`src/rtl/traceback.sv`:
```
// Traceback walker: follows direction codes from the max cell back to a STOP
// or matrix edge, emitting one alignment op per step. Optional TB_ALN_LEN_EN adds aln_len.
module traceback #(
  parameter int N      = 8,
  parameter int LOG_N  = 3,
  parameter int DIR_W  = 2,
  parameter int ADDR_W = 10,
  parameter int MEM_W  = 7
) (
  input  logic                 clk,
  input  logic                 reset_i,
  input  logic                 tb_valid,
  input  logic                 array_num,
  input  logic [ADDR_W-1:0]    tb_x,
  input  logic [ADDR_W-1:0]    tb_y,
  output logic                 tb_busy,
  output logic [MEM_W-1:0]     mem_block_num,
  output logic [ADDR_W-1:0]    column_num,
  input  logic [N*DIR_W-1:0]   column_k0,
  input  logic [N*DIR_W-1:0]   column_k1,
  output logic                 op_valid,
  output logic [1:0]           op_code,
  output logic                 op_last,
  output logic                 op_array,
`ifdef TB_ALN_LEN_EN
  output logic [ADDR_W:0]      aln_len,
`endif
  input  logic                 op_ready
);

  localparam logic [1:0] CODE_STOP = 2'b00;
  localparam logic [1:0] CODE_DIAG = 2'b01;
  localparam logic [1:0] CODE_UP   = 2'b10;
  localparam logic [1:0] CODE_LEFT = 2'b11;

  typedef enum logic [2:0] {
    S_IDLE  = 3'd0,
    S_FETCH = 3'd1,
    S_WAIT  = 3'd2,
    S_EMIT  = 3'd3,
    S_DONE  = 3'd4
  } state_t;

  state_t              r_state;
  state_t              w_next;
  logic [ADDR_W-1:0]   r_x;
  logic [ADDR_W-1:0]   r_y;
  logic [ADDR_W-1:0]   w_nx;
  logic [ADDR_W-1:0]   w_ny;
  logic                r_busy;
  logic                r_op_valid;
  logic [1:0]          r_op_code;
  logic                r_op_last;
  logic                r_op_array;
  logic [MEM_W-1:0]    r_mem_block;
  logic [ADDR_W-1:0]   r_column;
  logic [LOG_N-1:0]    w_lane;
  logic [DIR_W-1:0]    w_lane_code;
  logic [1:0]          w_code;
  logic                w_moves_x;
  logic                w_moves_y;
  logic                w_last;
  logic                w_unused;

  // The K-1 column port is part of the shared memory interface but unused here.
  assign w_unused    = ^column_k1;
  assign w_lane      = r_y[LOG_N-1:0];
  assign w_lane_code = column_k0[int'(w_lane)*DIR_W +: DIR_W];
  assign w_code      = w_lane_code[1:0];

  // Terminal-cell detection for the freshly read code, plus which axes the held op moves.
  always_comb begin
    w_moves_x = 1'b0;
    w_moves_y = 1'b0;
    w_last    = 1'b0;
    if ((w_code == CODE_DIAG) || (w_code == CODE_LEFT)) begin
      w_last = (r_x == {ADDR_W{1'b0}});
    end else begin
      w_last = 1'b0;
    end
    if ((w_code == CODE_DIAG) || (w_code == CODE_UP)) begin
      w_last = w_last | (r_y == {ADDR_W{1'b0}});
    end else begin
      w_last = w_last;
    end
    w_moves_x = (r_op_code == CODE_DIAG) || (r_op_code == CODE_LEFT);
    w_moves_y = (r_op_code == CODE_DIAG) || (r_op_code == CODE_UP);
  end

  // Next-state and next-coordinate logic.
  always_comb begin
    w_next = r_state;
    w_nx   = r_x;
    w_ny   = r_y;
    case (r_state)
      S_IDLE: begin
        if (tb_valid) begin
          w_next = S_FETCH;
          w_nx   = tb_x;
          w_ny   = tb_y;
        end else begin
          w_next = S_IDLE;
        end
      end
      S_FETCH: w_next = S_WAIT;
      S_WAIT: begin
        if (w_code == CODE_STOP) begin
          w_next = S_DONE;
        end else begin
          w_next = S_EMIT;
        end
      end
      S_EMIT: begin
        if (!op_ready) begin
          w_next = S_EMIT;
        end else if (r_op_last) begin
          w_next = S_DONE;
        end else begin
          w_next = S_FETCH;
          w_nx   = w_moves_x ? (r_x - {{(ADDR_W-1){1'b0}}, 1'b1}) : r_x;
          w_ny   = w_moves_y ? (r_y - {{(ADDR_W-1){1'b0}}, 1'b1}) : r_y;
        end
      end
      S_DONE:  w_next = S_IDLE;
      default: w_next = S_IDLE;
    endcase
  end

  // State, coordinates and all registered outputs.
  always_ff @(posedge clk or negedge reset_i) begin
    if (!reset_i) begin
      r_state     <= S_IDLE;
      r_x         <= {ADDR_W{1'b0}};
      r_y         <= {ADDR_W{1'b0}};
      r_busy      <= 1'b0;
      r_op_valid  <= 1'b0;
      r_op_code   <= 2'b00;
      r_op_last   <= 1'b0;
      r_op_array  <= 1'b0;
      r_mem_block <= {MEM_W{1'b0}};
      r_column    <= {ADDR_W{1'b0}};
    end else begin
      r_state    <= w_next;
      r_x        <= w_nx;
      r_y        <= w_ny;
      r_busy     <= (w_next != S_IDLE);
      r_op_valid <= (w_next == S_EMIT);
      if ((r_state == S_WAIT) && (w_next == S_EMIT)) begin
        r_op_code <= w_code;
        r_op_last <= w_last;
      end else if (w_next != S_EMIT) begin
        r_op_last <= 1'b0;
      end
      // Address is presented for the whole FETCH cycle and then held.
      if (w_next == S_FETCH) begin
        r_mem_block <= w_ny[ADDR_W-1:LOG_N];
        r_column    <= w_nx;
      end
      if ((r_state == S_IDLE) && tb_valid) begin
        r_op_array <= array_num;
      end
    end
  end

`ifdef TB_ALN_LEN_EN
  logic [ADDR_W:0] r_aln_len;

  // Path length: cleared on start, bumped on every op transfer.
  always_ff @(posedge clk or negedge reset_i) begin
    if (!reset_i) begin
      r_aln_len <= {(ADDR_W+1){1'b0}};
    end else if ((r_state == S_IDLE) && tb_valid) begin
      r_aln_len <= {(ADDR_W+1){1'b0}};
    end else if (r_op_valid && op_ready) begin
      r_aln_len <= r_aln_len + {{ADDR_W{1'b0}}, 1'b1};
    end
  end

  assign aln_len = r_aln_len;
`endif

  assign tb_busy       = r_busy;
  assign op_valid      = r_op_valid;
  assign op_code       = r_op_code;
  assign op_last       = r_op_last;
  assign op_array      = r_op_array;
  assign mem_block_num = r_mem_block;
  assign column_num    = r_column;

endmodule

```
`config.mk`:
```
export PLATFORM = sky130hd
export DESIGN_NAME = traceback
export DESIGN_NICKNAME = d
export VERILOG_FILES = /design/src/rtl/traceback.sv
export SDC_FILE = /design/constraint.sdc
export NUM_CORES = 1
export LEC_CHECK = 0
export ABC_AREA = 1
export BUFFER_PORTS_ARGS = -buffer_cell sky130_fd_sc_hd__buf_2
export CAP_MARGIN = 20
export CORE_MARGIN = 4
export CORE_UTILIZATION = 35
export DETAILED_ROUTE_END_ITERATION = 8
export PLACE_DENSITY = 0.58
export SYNTH_ARGS = -nofsm -noshare
export SYNTH_HDL_FRONTEND = slang
export SYNTH_SLANG_ARGS = --single-unit
```
`constraint.sdc`:
```
create_clock -name clk -period 2.1 [get_ports clk]
set_input_delay 0.21 -clock clk [delete_from_list [all_inputs] [get_ports clk]]
set_output_delay 0.21 -clock clk [all_outputs]
set_load 0.1 [all_outputs]
```
# --- Word level (Yosys, flattened, before mapping) ---
# Cells that the tools add are included.
totals:
  ff_bits: 46
  input_bits: 57
  output_inout_bits: 23
  elab_cells: 64
classes:
  add_sub_neg: 2
  eq_ne: 16
  shifts: 1
  mux: 19
  bitwise: 1
  n_reduce_logical: 14
ops:
  columns: ["op", "count"]
  rows:
  - ["$mux W10", 8]
  - ["$pmux W10 S2", 2]
  - ["$logic_not A10 Y1", 2]
  - ["$sub A10 B1 Y10 const B", 2]
  - ["$shiftx A16 B5 Y2", 1]
  - ["$pmux W3 S4", 1]
  - ["$eq A3 B2 Y1 const B", 3]
  - ["$mux W3", 3]
  - ["$eq A2 B2 Y1 const B", 4]
  - ["$ne A2 B2 Y1 const B", 4]
  - ["$eq A3 B1 Y1 const B", 2]
  - ["$mux W1", 5]
  - ["$reduce_and A5 Y1", 1]
  - ["$eq A2 B1 Y1 const B", 2]
  - ["$logic_or A1 B1 Y1", 4]
  - ["$reduce_bool A2 Y1", 2]
  - ["$logic_not A3 Y1", 1]
  - ["$ne A3 B2 Y1 const B", 1]
  - ["$reduce_bool A3 Y1", 1]
  - ["$logic_and A1 B1 Y1", 2]
  - ["$logic_not A2 Y1", 1]
  - ["$or A1 B1 Y1", 1]

# --- Longest topological paths before layout ---
logic_depth:
  depth_word: 7
  depth_mapped: 16

# --- Worst setup path after synthesis ---
# Ideal clock, no wire load.
synth_timing:
  kind: "register -> register"
  start: "reg r_op_code[1], in the netlist op_code[1]"
  end: "reg r_mem_block[2], in the netlist mem_block_num[2]"
  setup_ps: 120
  arrival_ps: 2035
  required_time_ps: 1980
  path_slack_ps: -55
  path_stages_with_launch: 11
  n_path_buf: 0
  cell_sequence: "dfrtp_1 -> inv_1 -> ha_1 -> nor2_1 -> nand4_1 -> nor2_1 -> nand2_1 -> nand3_1 -> nand2_1 -> nand2_1 -> nand2_1"
synth_via:
  elab_chain_len: 6
  word_cells_on_any_way: 7
synth_lines:
  columns: ["element", "line", "source"]
  rows:
  - ["start: declaration", "52", "logic [1:0] r_op_code;"]
  - ["start signal: assignment", "149", "r_op_code <= w_code;"]
  - ["$eq A2 B1 Y1 or $eq A2 B2 Y1 (tied branches)", "87", "w_moves_y = (r_op_code == CODE_DIAG) || (r_op_code == CODE_UP);"]
  - ["$logic_or A1 B1 Y1 *", "87", null]
  - ["$mux W10 *", "121", "w_ny = w_moves_y ? (r_y - {{(ADDR_W-1){1'b0}}, 1'b1}) : r_y;"]
  - ["$mux W10 *", "116", "end else if (r_op_last) begin"]
  - ["$mux W10 *", "114", "if (!op_ready) begin"]
  - ["$pmux W10 S2 *", "95", "case (r_state)"]
  - ["via w_ny[5]", "49", "logic [ADDR_W-1:0] w_ny;"]
  - ["end signal: assignment", "140", "r_mem_block <= {MEM_W{1'b0}};"]
  - ["end signal: assignment", "156", "r_mem_block <= w_ny[ADDR_W-1:LOG_N];"]
  - ["end: declaration", "55", "logic [MEM_W-1:0] r_mem_block;"]
# Mark *: on every way through the listed nets, which the timed path passes. The rest lies on a longest branch. The select of a mux whose other input is x is not followed.
# A chain may end at the register's enable or synchronous reset.

# --- Final worst setup path ---
layout_timing:
  start: "reg r_y[0]"
  end: "reg r_op_last, in the netlist op_last"
layout_via:
  elab_chain_len: 7
  word_cells_on_any_way: 18
layout_lines:
  columns: ["element", "line", "source"]
  rows:
  - ["start: declaration", "47", "logic [ADDR_W-1:0] r_y;"]
  - ["start signal: assignment", "134", "r_y <= {ADDR_W{1'b0}};"]
  - ["start signal: assignment", "145", "r_y <= w_ny;"]
  - ["$shiftx A16 B5 Y2", "68", "assign w_lane_code = column_k0[int'(w_lane)*DIR_W +: DIR_W];"]
  - ["$logic_not A2 Y1, or another cell as far along", "107", "if (w_code == CODE_STOP) begin"]
  - ["$mux W3 or $logic_or A1 B1 Y1 (tied branches)", "107, 76", null]
  - ["$pmux W3 S4 or $mux W1 (tied branches)", "95, 76", null]
  - ["$eq A3 B2 Y1 or $or A1 B1 Y1 (tied branches)", "148, 82", null]
  - ["$logic_and A1 B1 Y1 or $mux W1 (tied branches)", "148, 81", null]
  - ["$mux W1 or $reduce_bool A2 Y1 (tied branches)", null, null]
  - ["end signal: assignment", "150", "r_op_last <= w_last;"]
  - ["end: declaration", "53", "logic r_op_last;"]
# Several ways; a longest one is shown, not always the timed one.

==> metrics.log <==
[metrics] total global routing overflow: 0
[metrics] drt total wl: 7320 um
[metrics] clock slew at the register clock pins of the worst setup and hold paths: 90 ps
[metrics] Ys Warns: 0
[metrics] final routed DRC violation total: 0
[metrics] Critical R2R Launch: r_y[0]
[metrics] skew final: 8.79 ps
[metrics] number of primary I/O pins: 80
[metrics] average via count per standard cell: 4.84
[metrics] r2r worst-path depth: 12
[metrics] count of antenna diodes in the layout: 0
[metrics] worst min-delay path startpoint: array_num
[metrics] Final period util: 0.963
[metrics] global-route wire length before repair: 11700 um
[metrics] setup-violating endpoint count in the final report: 0
[metrics] Critical Path Sink Type: flop
[metrics] cts bufs inserted: 5
[metrics] clock tree from TritonCTS: done
[metrics] number of fill cells: 798
[metrics] synthesis-to-layout area growth: 28.6%
[metrics] count of buffers inserted at the top-level ports: 63
[metrics] Worst Hold Depth: 3
[metrics] most area-hungry cell type in the Yosys netlist: dfrtp_1
[metrics] Die Area: 8950 sq um
[metrics] peak per-stage delay on the critical path: 420 ps
[metrics] register area: 1160 sq um
[metrics] critical path class: reg -> reg
[metrics] final core occ: 0.463
[metrics] maximum fanout count along the critical path: 6
[metrics] Worst Hold Class: in -> reg
[metrics] row count: 31
[metrics] initial standard-cell utilization of the core: 0.360
[metrics] end of the worst register-to-register path: op_last
[metrics] initial antenna violation count: 0
[metrics] total routing resource utilization after global routing: 0.162
[metrics] number of standard cells after synthesis: 364
[metrics] proportion of synthesized flip-flops having asynchronous set or reset: 1.00
[metrics] placeable core region: 7290 sq um
[metrics] Routability Congestion: 0.820
[metrics] most used flip-flop cell after synthesis: dfrtp_1
[metrics] Maximum Capacitance Violations: 0
[metrics] DRC marker count from the first detailed-route iteration: 142
[metrics] kind of start point of the critical path: flop
[metrics] cell breakdown of the critical path: buf_6 -> o21ai_0 -> o211ai_1 -> o21ai_2 -> ha_2 -> inv_2 -> nand2_4 -> buf_4 -> buf_4 -> o21ai_0 -> o21ai_0 -> a21oi_1
[metrics] Hold Fails Final Rpt: 0
[metrics] routed vias: 2613
[metrics] Pre-antenna DRT Iters: 4
[metrics] Die Height: 94.6 um
[metrics] post-detail-place hpwl: 5250 um
[metrics] Least-Margin Pin Slew: 494 ps
[metrics] flip-flop and latch count after synthesis: 46
[metrics] clock buffer depth: 2
[metrics] Net Count, Synth: 426
[metrics] critical path data required time: 2330 ps
[metrics] Worst-Skew Late Latency: 300 ps
[metrics] residual antenna-violating net count after detailed routing: 0
[metrics] CTS root buffer: clkbuf_8
[metrics] Max-slew headroom: 0.668
[metrics] final-layout worst hold slack: 113 ps
[metrics] list of most frequent post-synthesis cells: nand2_1, dfrtp_1, inv_1
[metrics] Synth Cell Area: 2630 sq um
[metrics] drt wl/cell: 13.6 um
[metrics] CTS Sinks: 46
[metrics] Fmax: 0.495 GHz
[metrics] pin count of the biggest net entering global routing: 31
[metrics] critical path data arrival time: 2250 ps
[metrics] top cells by area in the synthesized netlist: dfrtp_1, nand2_1, inv_1
[metrics] most common cell in the synthesized netlist: nand2_1
[metrics] Final Critical Period: 2020 ps
[metrics] Hold EP: op_array
[metrics] portion of the post-synthesis area used by sequential elements: 0.438
[metrics] number of synthesized flops with an enable pin: 0
[metrics] setup repair after global routing missed its margin: true
[metrics] CP dominant cell by count: o21ai_0
[metrics] synthesized area per cell: 7.22 sq um
[metrics] max-slew violation count: 0
[metrics] count of unique library cells instantiated by Yosys: 33
[metrics] number of levels the H-tree was split into: 2
[metrics] cell type of the slowest stage on the worst timing path: dfrtp_2
[metrics] slack of the worst reg-to-reg path: 80 ps
[metrics] floorplan die width: 94.6 um
[metrics] number of global-route vias before repair: 2518
[metrics] fraction of layout instances using a drive strength above 1: 0.272
[metrics] multi-input combinational cell area: 1310 sq um
[metrics] share of the synthesized area in the top cell type: 0.438
[metrics] final-stage net count: 502
[metrics] outcome: complete, no violations
## per-stage QoR
stage	instance area [sq um]	setup WS [ps]	cells	TNS [ps]
2_1_floorplan	2630	204	364	0
3_5_place_dp	3100	-114	527	-1340
4_1_cts	3220	26.9	536	0
5_1_grt	3380	-69.4	540	-1080
3_3_place_gp	3100	-32.2	527	-57.5
6_report	3380	78.5	540	0
## worst max path at each step
stage / startpoint / to / depth (start not counted) / slack [ps]
after floorplan: r_y[0] / column_num[6] / 13 / 200
after global placement: r_y[0] / tb_busy / 11 / -30
after detailed placement: r_y[0] / tb_busy / 11 / -110
after CTS: r_y[0] / tb_busy / 13 / 30
after global routing: r_y[0] / column_num[7] / 15 / -70
final: r_y[0] / op_last / 12 / 80
## timing repair
item                                    4_1_cts  5_1_grt
buffers inserted                              0        2
endpoints found under the setup margin       18       19
gates cloned                                  0        2
resized for setup                             2       31
endpoints found under the hold margin        16        0
hold buffers                                  1        0
pin swaps                                     0        9
## critical path: cells and delay by family (launching register included)
family / cells / cell delay (ps)
flops: 1 / 420
compound gates: 6 / 750
buf+inv: 4 / 510
fa+ha+maj: 1 / 200
simple gates: 1 / 80
## layout make-up
type                            instances  share of cell area
Timing Repair Buffer                   79               0.149
Sequential cell                        46               0.342
Tap cell                               99              0.0367
Clock inverter                          3              0.0130
Multi-Input combinational cell        264               0.388
Clock buffer                            5              0.0204
Inverter                               44              0.0515
## cell usage in the layout, fill, tap and decap left out, types with 2 or more instances in the layout
cell type / instances
nand2_1: 120
buf_2: 63
dfrtp_1: 42
inv_1: 37
nor2_1: 34
nand3_1: 28
o21ai_0: 19
nand2_2: 11
buf_4: 10
o21ai_1: 7
o211ai_1: 6
inv_2: 5
clkbuf_8: 5
nand4_1: 4
ha_1: 4
dfrtp_2: 4
nand2_4: 3
nor3_1: 3
o22ai_1: 3
a22oi_1: 3
nor3_2: 2
o21bai_1: 2
clkinv_2: 2
xor2_1: 2
clkbuf_16: 2
buf_12: 2
## cells by family (layout without fill, tap and decap cells)
kind of cell	Yosys count	after routing	share of synthesized area
DFF	46	46	0.438
buffers and inverters	54	131	0.0924
xor gates and xnor gates	2	2	0.00667
adders and majority gates	5	5	0.0238
and+or+nand+nor	213	213	0.340
AOI/OAI and AO/OA	44	44	0.0986
## registers in the layout, indices dropped and copies added (netlist names)
| register | flops |
|---|---|
| column_num | 10 |
| mem_block_num | 7 |
| op_array | 1 |
| op_code | 2 |
| op_last | 1 |
| op_valid | 1 |
| r_state | 3 |
| r_x | 10 |
| r_y | 10 |
| tb_busy | 1 |
## layer usage
layer,share of wire,global-route usage,up-vias
met3,0.038,0.0255,7
li1,-,-,1310
met4,0.012,0.0409,0
met2,0.48,0.263,58
met5,0,0,-
met1,0.47,0.225,1238
Power is left out: the tool's default activity adds up to more than one toggle a clock period on the data nets, which glitch-free logic cannot reach.
